$ cat src/rtl/mem_arbiter.sv
// mem_arbiter: shares one memory-controller port between an instruction
// fetch, a load and a store requester. One transaction is in flight at a
// time. Grants and all outputs are registered. Fetches can be cancelled by
// flush, and a starvation counter stops loads and stores from locking out
// fetches.
module mem_arbiter #(
  parameter int STARVE_LIMIT = 4
) (
  input  logic        clk,
  input  logic        rst,
  // fetch requester
  input  logic        if_req,
  input  logic [31:0] if_addr,
  output logic [31:0] if_data,
  output logic        if_done,
  // load requester
  input  logic        ld_req,
  input  logic [31:0] ld_addr,
  input  logic [2:0]  ld_len,
  output logic [31:0] ld_data,
  output logic        ld_done,
  // store requester
  input  logic        st_req,
  input  logic [31:0] st_addr,
  input  logic [31:0] st_data,
  input  logic [2:0]  st_len,
  output logic        st_done,
  // pipeline redirect
  input  logic        flush,
  // memory controller
  output logic        mc_r_req,
  output logic        mc_w_req,
  output logic [31:0] mc_addr,
  output logic [31:0] mc_w_data,
  output logic [2:0]  mc_len,
  input  logic [31:0] mc_r_data,
  input  logic        mc_done
);

  localparam int CNT_W = (STARVE_LIMIT < 1) ? 1 : $clog2(STARVE_LIMIT + 1);

  typedef enum logic [2:0] {
    IDLE    = 3'd0,
    BUSY_IF = 3'd1,
    BUSY_LD = 3'd2,
    BUSY_ST = 3'd3,
    DISCARD = 3'd4
  } state_t;

  state_t           state_q, state_d;
  logic [CNT_W-1:0] starve_cnt_q, starve_cnt_d;
  logic             mc_r_req_q, mc_r_req_d;
  logic             mc_w_req_q, mc_w_req_d;
  logic [31:0]      mc_addr_q, mc_addr_d;
  logic [31:0]      mc_w_data_q, mc_w_data_d;
  logic [2:0]       mc_len_q, mc_len_d;
  logic [31:0]      if_data_q, if_data_d;
  logic [31:0]      ld_data_q, ld_data_d;
  logic             if_done_q, if_done_d;
  logic             ld_done_q, ld_done_d;
  logic             st_done_q, st_done_d;

  // Only 1, 2 and 4 byte transfers exist on the controller; anything else
  // is widened to a full word.
  function automatic logic [2:0] wire_len(input logic [2:0] len);
    return (len == 3'd1 || len == 3'd2 || len == 3'd4) ? len : 3'd4;
  endfunction

  // A requester whose done is showing this cycle still has a stale req
  // up, so it is not eligible for a grant.
  logic if_pend, ld_pend, st_pend, if_ok, starved;
  assign if_pend = if_req & ~if_done_q;
  assign ld_pend = ld_req & ~ld_done_q;
  assign st_pend = st_req & ~st_done_q;
  assign if_ok   = if_pend & ~flush;
  assign starved = (starve_cnt_q == CNT_W'(STARVE_LIMIT));

  // Next-state, arbitration and output-register computation.
  always_comb begin
    // NOTE: every signal gets a default first so no path leaves one
    // unassigned, which would otherwise infer a latch.
    state_d      = state_q;
    starve_cnt_d = starve_cnt_q;
    mc_r_req_d   = mc_r_req_q;
    mc_w_req_d   = mc_w_req_q;
    mc_addr_d    = mc_addr_q;
    mc_w_data_d  = mc_w_data_q;
    mc_len_d     = mc_len_q;
    if_data_d    = if_data_q;
    ld_data_d    = ld_data_q;
    if_done_d    = 1'b0;
    ld_done_d    = 1'b0;
    st_done_d    = 1'b0;

    unique case (state_q)
      IDLE: begin
        if (!if_req) starve_cnt_d = '0;
        if (if_ok && (starved || (!st_pend && !ld_pend))) begin
          state_d      = BUSY_IF;
          mc_r_req_d   = 1'b1;
          mc_addr_d    = if_addr;
          mc_len_d     = 3'd4;
          mc_w_data_d  = '0;
          starve_cnt_d = '0;
        end else if (st_pend) begin
          state_d     = BUSY_ST;
          mc_w_req_d  = 1'b1;
          mc_addr_d   = st_addr;
          mc_len_d    = wire_len(st_len);
          mc_w_data_d = st_data;
          if (if_req && !starved) starve_cnt_d = starve_cnt_q + CNT_W'(1);
        end else if (ld_pend) begin
          state_d     = BUSY_LD;
          mc_r_req_d  = 1'b1;
          mc_addr_d   = ld_addr;
          mc_len_d    = wire_len(ld_len);
          mc_w_data_d = '0;
          if (if_req && !starved) starve_cnt_d = starve_cnt_q + CNT_W'(1);
        end
      end

      BUSY_IF: begin
        // A flush wins over a completion arriving in the same cycle.
        if (flush) begin
          if (mc_done) begin
            state_d    = IDLE;
            mc_r_req_d = 1'b0;
          end else begin
            state_d = DISCARD;
          end
        end else if (mc_done) begin
          state_d    = IDLE;
          mc_r_req_d = 1'b0;
          if_data_d  = mc_r_data;
          if_done_d  = 1'b1;
        end
      end

      BUSY_LD: begin
        if (mc_done) begin
          state_d    = IDLE;
          mc_r_req_d = 1'b0;
          ld_data_d  = mc_r_data;
          ld_done_d  = 1'b1;
        end
      end

      BUSY_ST: begin
        if (mc_done) begin
          state_d    = IDLE;
          mc_w_req_d = 1'b0;
          st_done_d  = 1'b1;
        end
      end

      DISCARD: begin
        // The controller cannot abort a read, so wait it out silently.
        if (mc_done) begin
          state_d    = IDLE;
          mc_r_req_d = 1'b0;
        end
      end

      default: state_d = IDLE;
    endcase
  end

  // State and output registers; reset abandons any transaction in flight.
  always_ff @(posedge clk or negedge rst) begin
    // NOTE: the reset branch clears every register asynchronously so the
    // controller request drops the moment rst falls, with no clock needed.
    if (!rst) begin
      state_q      <= IDLE;
      starve_cnt_q <= '0;
      mc_r_req_q   <= 1'b0;
      mc_w_req_q   <= 1'b0;
      mc_addr_q    <= '0;
      mc_w_data_q  <= '0;
      mc_len_q     <= '0;
      if_data_q    <= '0;
      ld_data_q    <= '0;
      if_done_q    <= 1'b0;
      ld_done_q    <= 1'b0;
      st_done_q    <= 1'b0;
    end else begin
      // NOTE: non-blocking so every register samples the pre-edge values.
      state_q      <= state_d;
      starve_cnt_q <= starve_cnt_d;
      mc_r_req_q   <= mc_r_req_d;
      mc_w_req_q   <= mc_w_req_d;
      mc_addr_q    <= mc_addr_d;
      mc_w_data_q  <= mc_w_data_d;
      mc_len_q     <= mc_len_d;
      if_data_q    <= if_data_d;
      ld_data_q    <= ld_data_d;
      if_done_q    <= if_done_d;
      ld_done_q    <= ld_done_d;
      st_done_q    <= st_done_d;
    end
  end

  assign mc_r_req  = mc_r_req_q;
  assign mc_w_req  = mc_w_req_q;
  assign mc_addr   = mc_addr_q;
  assign mc_w_data = mc_w_data_q;
  assign mc_len    = mc_len_q;
  assign if_data   = if_data_q;
  assign ld_data   = ld_data_q;
  assign if_done   = if_done_q;
  assign ld_done   = ld_done_q;
  assign st_done   = st_done_q;

endmodule

$ cat config.mk
export PLATFORM = sky130hd
export DESIGN_NAME = mem_arbiter
export DESIGN_NICKNAME = d
export VERILOG_FILES = /design/src/rtl/mem_arbiter.sv
export SDC_FILE = /design/constraint.sdc
export NUM_CORES = 1
export LEC_CHECK = 0
export ABC_AREA = 1
export BUFFER_PORTS_ARGS = -buffer_cell sky130_fd_sc_hd__clkbuf_2
export CELL_PAD_IN_SITES_DETAIL_PLACEMENT = 0
export CELL_PAD_IN_SITES_GLOBAL_PLACEMENT = 1
export CORE_ASPECT_RATIO = 0.5
export CORE_MARGIN = 10
export CORE_UTILIZATION = 32
export CTS_CLUSTER_DIAMETER = 30
export DETAILED_ROUTE_END_ITERATION = 12
export GPL_TIMING_DRIVEN = 1
export PLACE_DENSITY = 0.83
export SETUP_SLACK_MARGIN = 0.05
export SYNTH_ARGS = -nofsm -noshare
export SYNTH_HDL_FRONTEND = slang
export SYNTH_SLANG_ARGS = --single-unit
$ cat constraint.sdc
create_clock -name clk -period 1.9 [get_ports clk]
set_clock_uncertainty 0.15 [all_clocks]
set_input_delay 0.285 -clock clk [delete_from_list [all_inputs] [get_ports clk]]
set_output_delay 0.285 -clock clk [all_outputs]
set_load 0.05 [all_outputs]
; ---- After elaboration in Yosys (flattened, before gate mapping)
; Cells that the tools add are included.
[word_totals]
ff_bits = 142
inputBits = 173
out_inout_bits = 136
[op_classes]
n_addsub = 1
n_eq_ne = 18
n_mux = 36
bitwise_logic = 8
n_reduce_logical = 22
[op_table]
columns = operator, n
row1 = 32-bit two-way mux, 6
row2 = 3-bit two-way mux, 16
row3 = 3-bit by 2-bit equality test with 1-bit output (second input constant), 4
row4 = 3-bit equality test (second input constant), 4
row5 = 1-bit two-way mux, 11
row6 = 3-bit by 1-bit equality test with 1-bit output (second input constant), 3
row7 = 3-bit one-hot mux with 3 select lines, 1
row8 = 4-bit AND reduction, 2
row9 = 2-bit != test (second input constant), 3
row10 = 3-bit != test (second input constant), 2
row11 = 3-bit OR reduction, 2
row12 = 1-bit logical OR, 5
row13 = 1-bit AND, 4
row14 = 4-bit != test (second input constant), 1
row15 = 1-bit NOT, 4
row16 = 1-bit one-hot mux with 2 select lines, 2
row17 = 2-bit AND reduction, 2
row18 = 2-bit nonzero test, 2
row19 = 3-bit by 1-bit adder with 3-bit output (second input constant), 1
row20 = 1-bit logical AND, 3
row21 = 1-bit logical NOT, 3
row22 = 3-bit logical NOT, 1
row23 = 3-bit AND reduction, 1
row24 = 3-bit nonzero test, 1
row25 = 2-bit by 1-bit != test with 1-bit output (second input constant), 1

; ---- Longest topological paths before layout
[logic_depth]
word_depth = 8
ltp_mapped = 11

; ---- Worst setup path before layout
; Ideal clock, no wire load.
[synth_path]
kind = reg2reg
startpoint = register st_done_q, in the netlist st_done
endpoint = register mc_addr_q[17], in the netlist mc_addr[17]
setup_time_ns = 0.118
t_arrival_ns = 1.636
required_time_ns = 1.632
path_slack_ns = -0.003
path_stages_with_launch = 12
n_path_buf = 2
cell_sequence = dfrtp_1 inv_1 nand2_1 nand2_1 nand2_1 nand2_1 buf_4 buf_4 nand2_1 nand2_1 nand2_1 nand2_1
[synth_between]
elab_chain_len = 8
word_cells_on_any_way = 10
classes_between = mux (2) / bitwise (2) / reduce/logical (6)
[synth_rtl]
columns = item, line
row1 = start: declaration, 61  ; logic st_done_q, st_done_d;
row2 = start signal: assignment, 198  ; st_done_q <= st_done_d;
row3 = 1-bit NOT *, 74  ; assign st_pend = st_req & ~st_done_q;
row4 = 1-bit AND *, 74
row5 = 1-bit logical NOT, 98  ; if (if_ok && (starved || (!st_pend && !ld_pend))) begin
row6 = 1-bit logical AND, 98
row7 = 1-bit logical OR, 98
row8 = 1-bit logical AND, 98
row9 = 3-bit nonzero test (no line), -
row10 = 2-bit AND reduction (no line), -
row11 = end signal: assignment, 191  ; mc_addr_q <= mc_addr_d;
row12 = end: declaration, 54  ; logic [31:0] mc_addr_q, mc_addr_d;
; Mark *: on every way between the ends. The rest lies on a longest branch, timed or not.
; A chain may end at the register's enable or synchronous reset.

; ---- Worst setup path in the final report
[layout_path]
startpoint = register state_q[2]
endpoint = register ld_data_q[29], in the netlist ld_data[29]
[layout_between]
elab_chain_len = 2
[layout_rtl]
columns = item, line
row1 = start: declaration, 50  ; state_t state_q, state_d;
row2 = start signal: assignment, 187  ; state_q <= state_d;
row3 = 3-bit by 2-bit equality test with 1-bit output, 95  ; unique case (state_q)
row4 = 2-bit AND reduction (no line), -
row5 = end signal: assignment, 195  ; ld_data_q <= ld_data_d;
row6 = end: declaration, 58  ; logic [31:0] ld_data_q, ld_data_d;
; No other way between the ends.

==> impl_summary.log <==
[metrics] run status: finished clean
[metrics] Root Buffer: sky130_fd_sc_hd__clkbuf_16
[metrics] worst hold path type: primary input to register
[metrics] maximum fanout count along the critical path: 16
[metrics] # clock sinks: between 100 and 150
[metrics] CTS buffer count: 17
[metrics] area share of the largest cell type after synthesis: a little over half
[metrics] maximum clock insertion buffer count: 2
[metrics] height of the die: approximately 120 µm
[metrics] die area: 26700 µm²
[metrics] largest area contributor in the netlist: sky130_fd_sc_hd__dfrtp_1
[metrics] cell with the most instances after synthesis: sky130_fd_sc_hd__nand2_1
[metrics] via count normalized by instance count: between 4 and 5
[metrics] number of synthesized register bits: ~140
[metrics] Tmin final: between 1.5 and 2 ns
[metrics] count of pins over their slew limit: 0
[metrics] worst ir drop on vdd: 1.23 mV
[metrics] Met2 Wirelength: approximately 12000 µm
[metrics] master of the slowest instance on the critical path: sky130_fd_sc_hd__dfrtp_1
[metrics] worst setup slack for register-to-register paths: ~0.15 ns
[metrics] via count: around 6600
[metrics] netlist area before placement: roughly 6500 µm²
[metrics] unrepaired setup endpoints after global routing: false
[metrics] antenna violation net count after detailed routing: 0
[metrics] number of buffer and inverter stages on the critical path: 2
[metrics] portion of the post-synthesis area used by sequential elements: about 55%
[metrics] final-layout setup total negative slack: 0 ns
[metrics] number of antenna violations at the first check in global routing: 0
[metrics] sort of element at the end of the critical path: register
[metrics] Layout Nets: 1391
[metrics] via count of the first global-routing pass: a little under 7000
[metrics] share of synthesized registers carrying an async set or reset: 100%
[metrics] cell area power density: 1850 nW/µm²
[metrics] placer's final routability congestion estimate: around 0.8
[metrics] top routing layer used: met4
[metrics] Post-DP HPWL: between 15000 and 20000 µm
[metrics] die outline width: around 220 µm
[metrics] count of antenna diodes in the layout: 0
[metrics] met3 wire len: about 1100 µm
[metrics] Total Wirelength: 23700 µm
[metrics] most numerous cell types in the synthesized netlist: sky130_fd_sc_hd__nand2_1, sky130_fd_sc_hd__dfrtp_1, sky130_fd_sc_hd__inv_1
[metrics] Max Freq: 572 MHz
[metrics] crit path kind: register to register
[metrics] maximum number of pins on one net before global-route repair: between 50 and 60
[metrics] setup bufs post-CTS: 0
[metrics] FF+latch area: between 3000 and 4000 µm²
[metrics] Cell Rows: 36
[metrics] max capacitance violation total: 0
[metrics] max-slew headroom at the worst pin: between 60% and 70%
[metrics] IO Port Bufs: ~300
[metrics] cell type group with the largest total delay on the critical path: flip-flops
[metrics] routed length per placed instance: 15.9 µm
[metrics] setup slack of the critical path after layout: 0.152 ns
[metrics] Skew-Pair Late Insertion Delay: approximately 0.42 ns
[metrics] number of library cell types mapped by synthesis: 26
[metrics] switching part of the total: a little over half
[metrics] setup-violating endpoint count in the final report: 0
[metrics] clock network fraction of total power: between 10% and 20%
[metrics] yosys synthesis warning count: 0
[metrics] relative area change from synthesis to final layout: 54.5%
[metrics] M1 wire length: approximately 9600 µm
[metrics] Period Utilization, post-route: between 90% and 100%
[metrics] worst endpoint data arrival time: 1.91 ns
[metrics] final hold violation count: 0
[metrics] sequential share of power: 28.1%
[metrics] top flip-flop cell by instance count after synthesis: sky130_fd_sc_hd__dfrtp_1
[metrics] average cell area after synthesis: between 8 and 9 µm²
[metrics] leakage power summed over all cells: 5.73 nW
[metrics] EDFF count, synth: 0
[metrics] area used by multi-input combinational logic: between 2000 and 3000 µm²
[metrics] TritonCTS clock tree: done
[metrics] fraction of final layout cells sized beyond drive strength 1: around a third
[metrics] share of total power in combinational logic: ~54%
[metrics] Net Count, Synth: approximately 980
[metrics] Worst Setup Slack post-DPL: ~0.0033 ns
[metrics] Post-route DRC: 0
[metrics] slew of the pin with the lowest slew margin: about 0.52 ns
[metrics] delay of the slowest cell on the worst path: about 0.42 ns
[metrics] core area: a little under 20000 µm²
[metrics] number of iterations in the first detailed-routing pass: 6
[metrics] first-iteration detailed-routing DRC count: between 400 and 500
[metrics] main area contributors after synthesis: sky130_fd_sc_hd__dfrtp_1, sky130_fd_sc_hd__nand2_1, sky130_fd_sc_hd__mux2_2
[metrics] CP Data Required Time: between 2 and 2.5 ns
[metrics] Int Power: 0.00880 W
[metrics] cell-by-cell listing of the critical path: inv_2 > nand3_2 > nor2_4 > clkbuf_16 > mux2_2
[metrics] number of fill cells: 1904
[metrics] NetSw: just under 0.01 W
[metrics] Post-Syn Instances: a little over 800
[metrics] Starting Density: 32.9%
[metrics] overall overflow remaining after global route: 0
[metrics] launching element type of the critical path: register
[metrics] Global Route Usage Sum: between 15 and 20%
[metrics] I/O Pins: ~300
[metrics] H-tree levels: 4
[metrics] wire length of the first global-routing pass: 37000 µm
[metrics] clock-pin slew of the registers on the worst-case setup and hold paths: approximately 0.060 ns
[stage by stage]
step / hold slack (ns) / power, W / utilization, % / std cells / instance area, µm²
2_1_floorplan: -0.161 / 0.0123 / - / 808 / 6480
3_3_place_gp: 0.126 / 0.0150 / 43.0 / 1370 / 8470
3_5_place_dp: 0.131 / 0.0151 / 43.0 / 1370 / 8470
4_1_cts: 0.00161 / 0.0186 / 50.6 / 1494 / 9970
5_1_grt: 0.0358 / 0.0196 / 50.8 / 1495 / 10000
6_report: 0.0247 / 0.0185 / 50.8 / 1495 / 10000
[power groups by stage]
stage / registers [W] / clock network [W] / logic [W]
after floorplan: 0.00978 / 0 / 0.00252
after global placement: 0.00516 / 0 / 0.00984
after detailed placement: 0.00521 / 0 / 0.00993
after CTS: 0.00518 / 0.00335 / 0.0101
after global routing: 0.00536 / 0.00349 / 0.0107
final: 0.00519 / 0.00325 / 0.0100
[placed cells by master, fill, tap and decap left out, types with 4 or more instances in the layout]
cell type,count
sky130_fd_sc_hd__mux2_2,32
sky130_fd_sc_hd__buf_4,14
sky130_fd_sc_hd__clkbuf_16,18
sky130_fd_sc_hd__dfrtp_1,140
sky130_fd_sc_hd__dlygate4sd3_1,92
sky130_fd_sc_hd__buf_12,9
sky130_fd_sc_hd__nor2_1,8
sky130_fd_sc_hd__inv_1,47
sky130_fd_sc_hd__inv_2,5
sky130_fd_sc_hd__clkbuf_2,307
sky130_fd_sc_hd__inv_6,4
sky130_fd_sc_hd__nand3_1,11
sky130_fd_sc_hd__o21ai_0,41
sky130_fd_sc_hd__nand2_1,465
[area by class of cell]
cell class / instances / area share (%)
Multi-Input combinational cell: 577 / 25.6
Inverter: 53 / 1.99
Timing Repair Buffer: 425 / 27.9
Clock inverter: 11 / 1.06
Sequential cell: 142 / 35.5
Tap cell: 266 / 3.33
Clock buffer: 21 / 4.60
[timing repair]
item / CTS / global route
cloned: 0 / 1
endpoints found under the setup margin: 38 / 95
hold buffers: 92 / 0
hold endpoints to repair: 172 / 0
pin swaps: 0 / 1
gates resized for setup: 2 / 6
[kinds of logic (layout without fill, tap and decap cells)]
logic type | Yosys count | in the layout | synth area share, %
AOI/OAI and AO/OA | 45 | 45 | 3.59
and+or+nand+nor | 498 | 498 | 29.7
adders and majority gates | 2 | 2 | 0.386
DFF | 142 | 142 | 54.9
muxes | 32 | 32 | 5.56
buffers and inverters | 89 | 510 | 5.85
[worst reg2reg max path, stage by stage (launching register included)]
cell and delay, ns:
sky130_fd_sc_hd__dfrtp_1 0.42, sky130_fd_sc_hd__inv_2 0.12, sky130_fd_sc_hd__nand3_2 0.12, sky130_fd_sc_hd__nor2_4 0.24
sky130_fd_sc_hd__clkbuf_16 0.24, sky130_fd_sc_hd__mux2_2 0.35
[state kept, by name (all words and copies together) (netlist names), 3 cells and up]
name,count
state_q,3
mc_len,3
starve_cnt_q,3
mc_w_data,32
mc_addr,32
ld_data,32
if_data,32
[worst paths after layout]
path | start | to | depth (start not counted)
max | state_q[2] | ld_data[29] | 5
min in group asynchronous | rst | ld_data[4] | 2
max reg2reg | state_q[2] | ld_data[29] | 5
max in group asynchronous | rst | st_done | 3
min | if_addr[12] | mc_addr[12] | 5
min reg2reg | mc_r_req | mc_r_req | 2
[per-layer routing]
layer,global-route usage (%),vias up
li1,-,3288
met1,18.8,3097
met2,31.6,188
met3,4.40,43
met4,7.66,0
met5,0,-
Note: power is estimated with default switching activity, not from simulation.
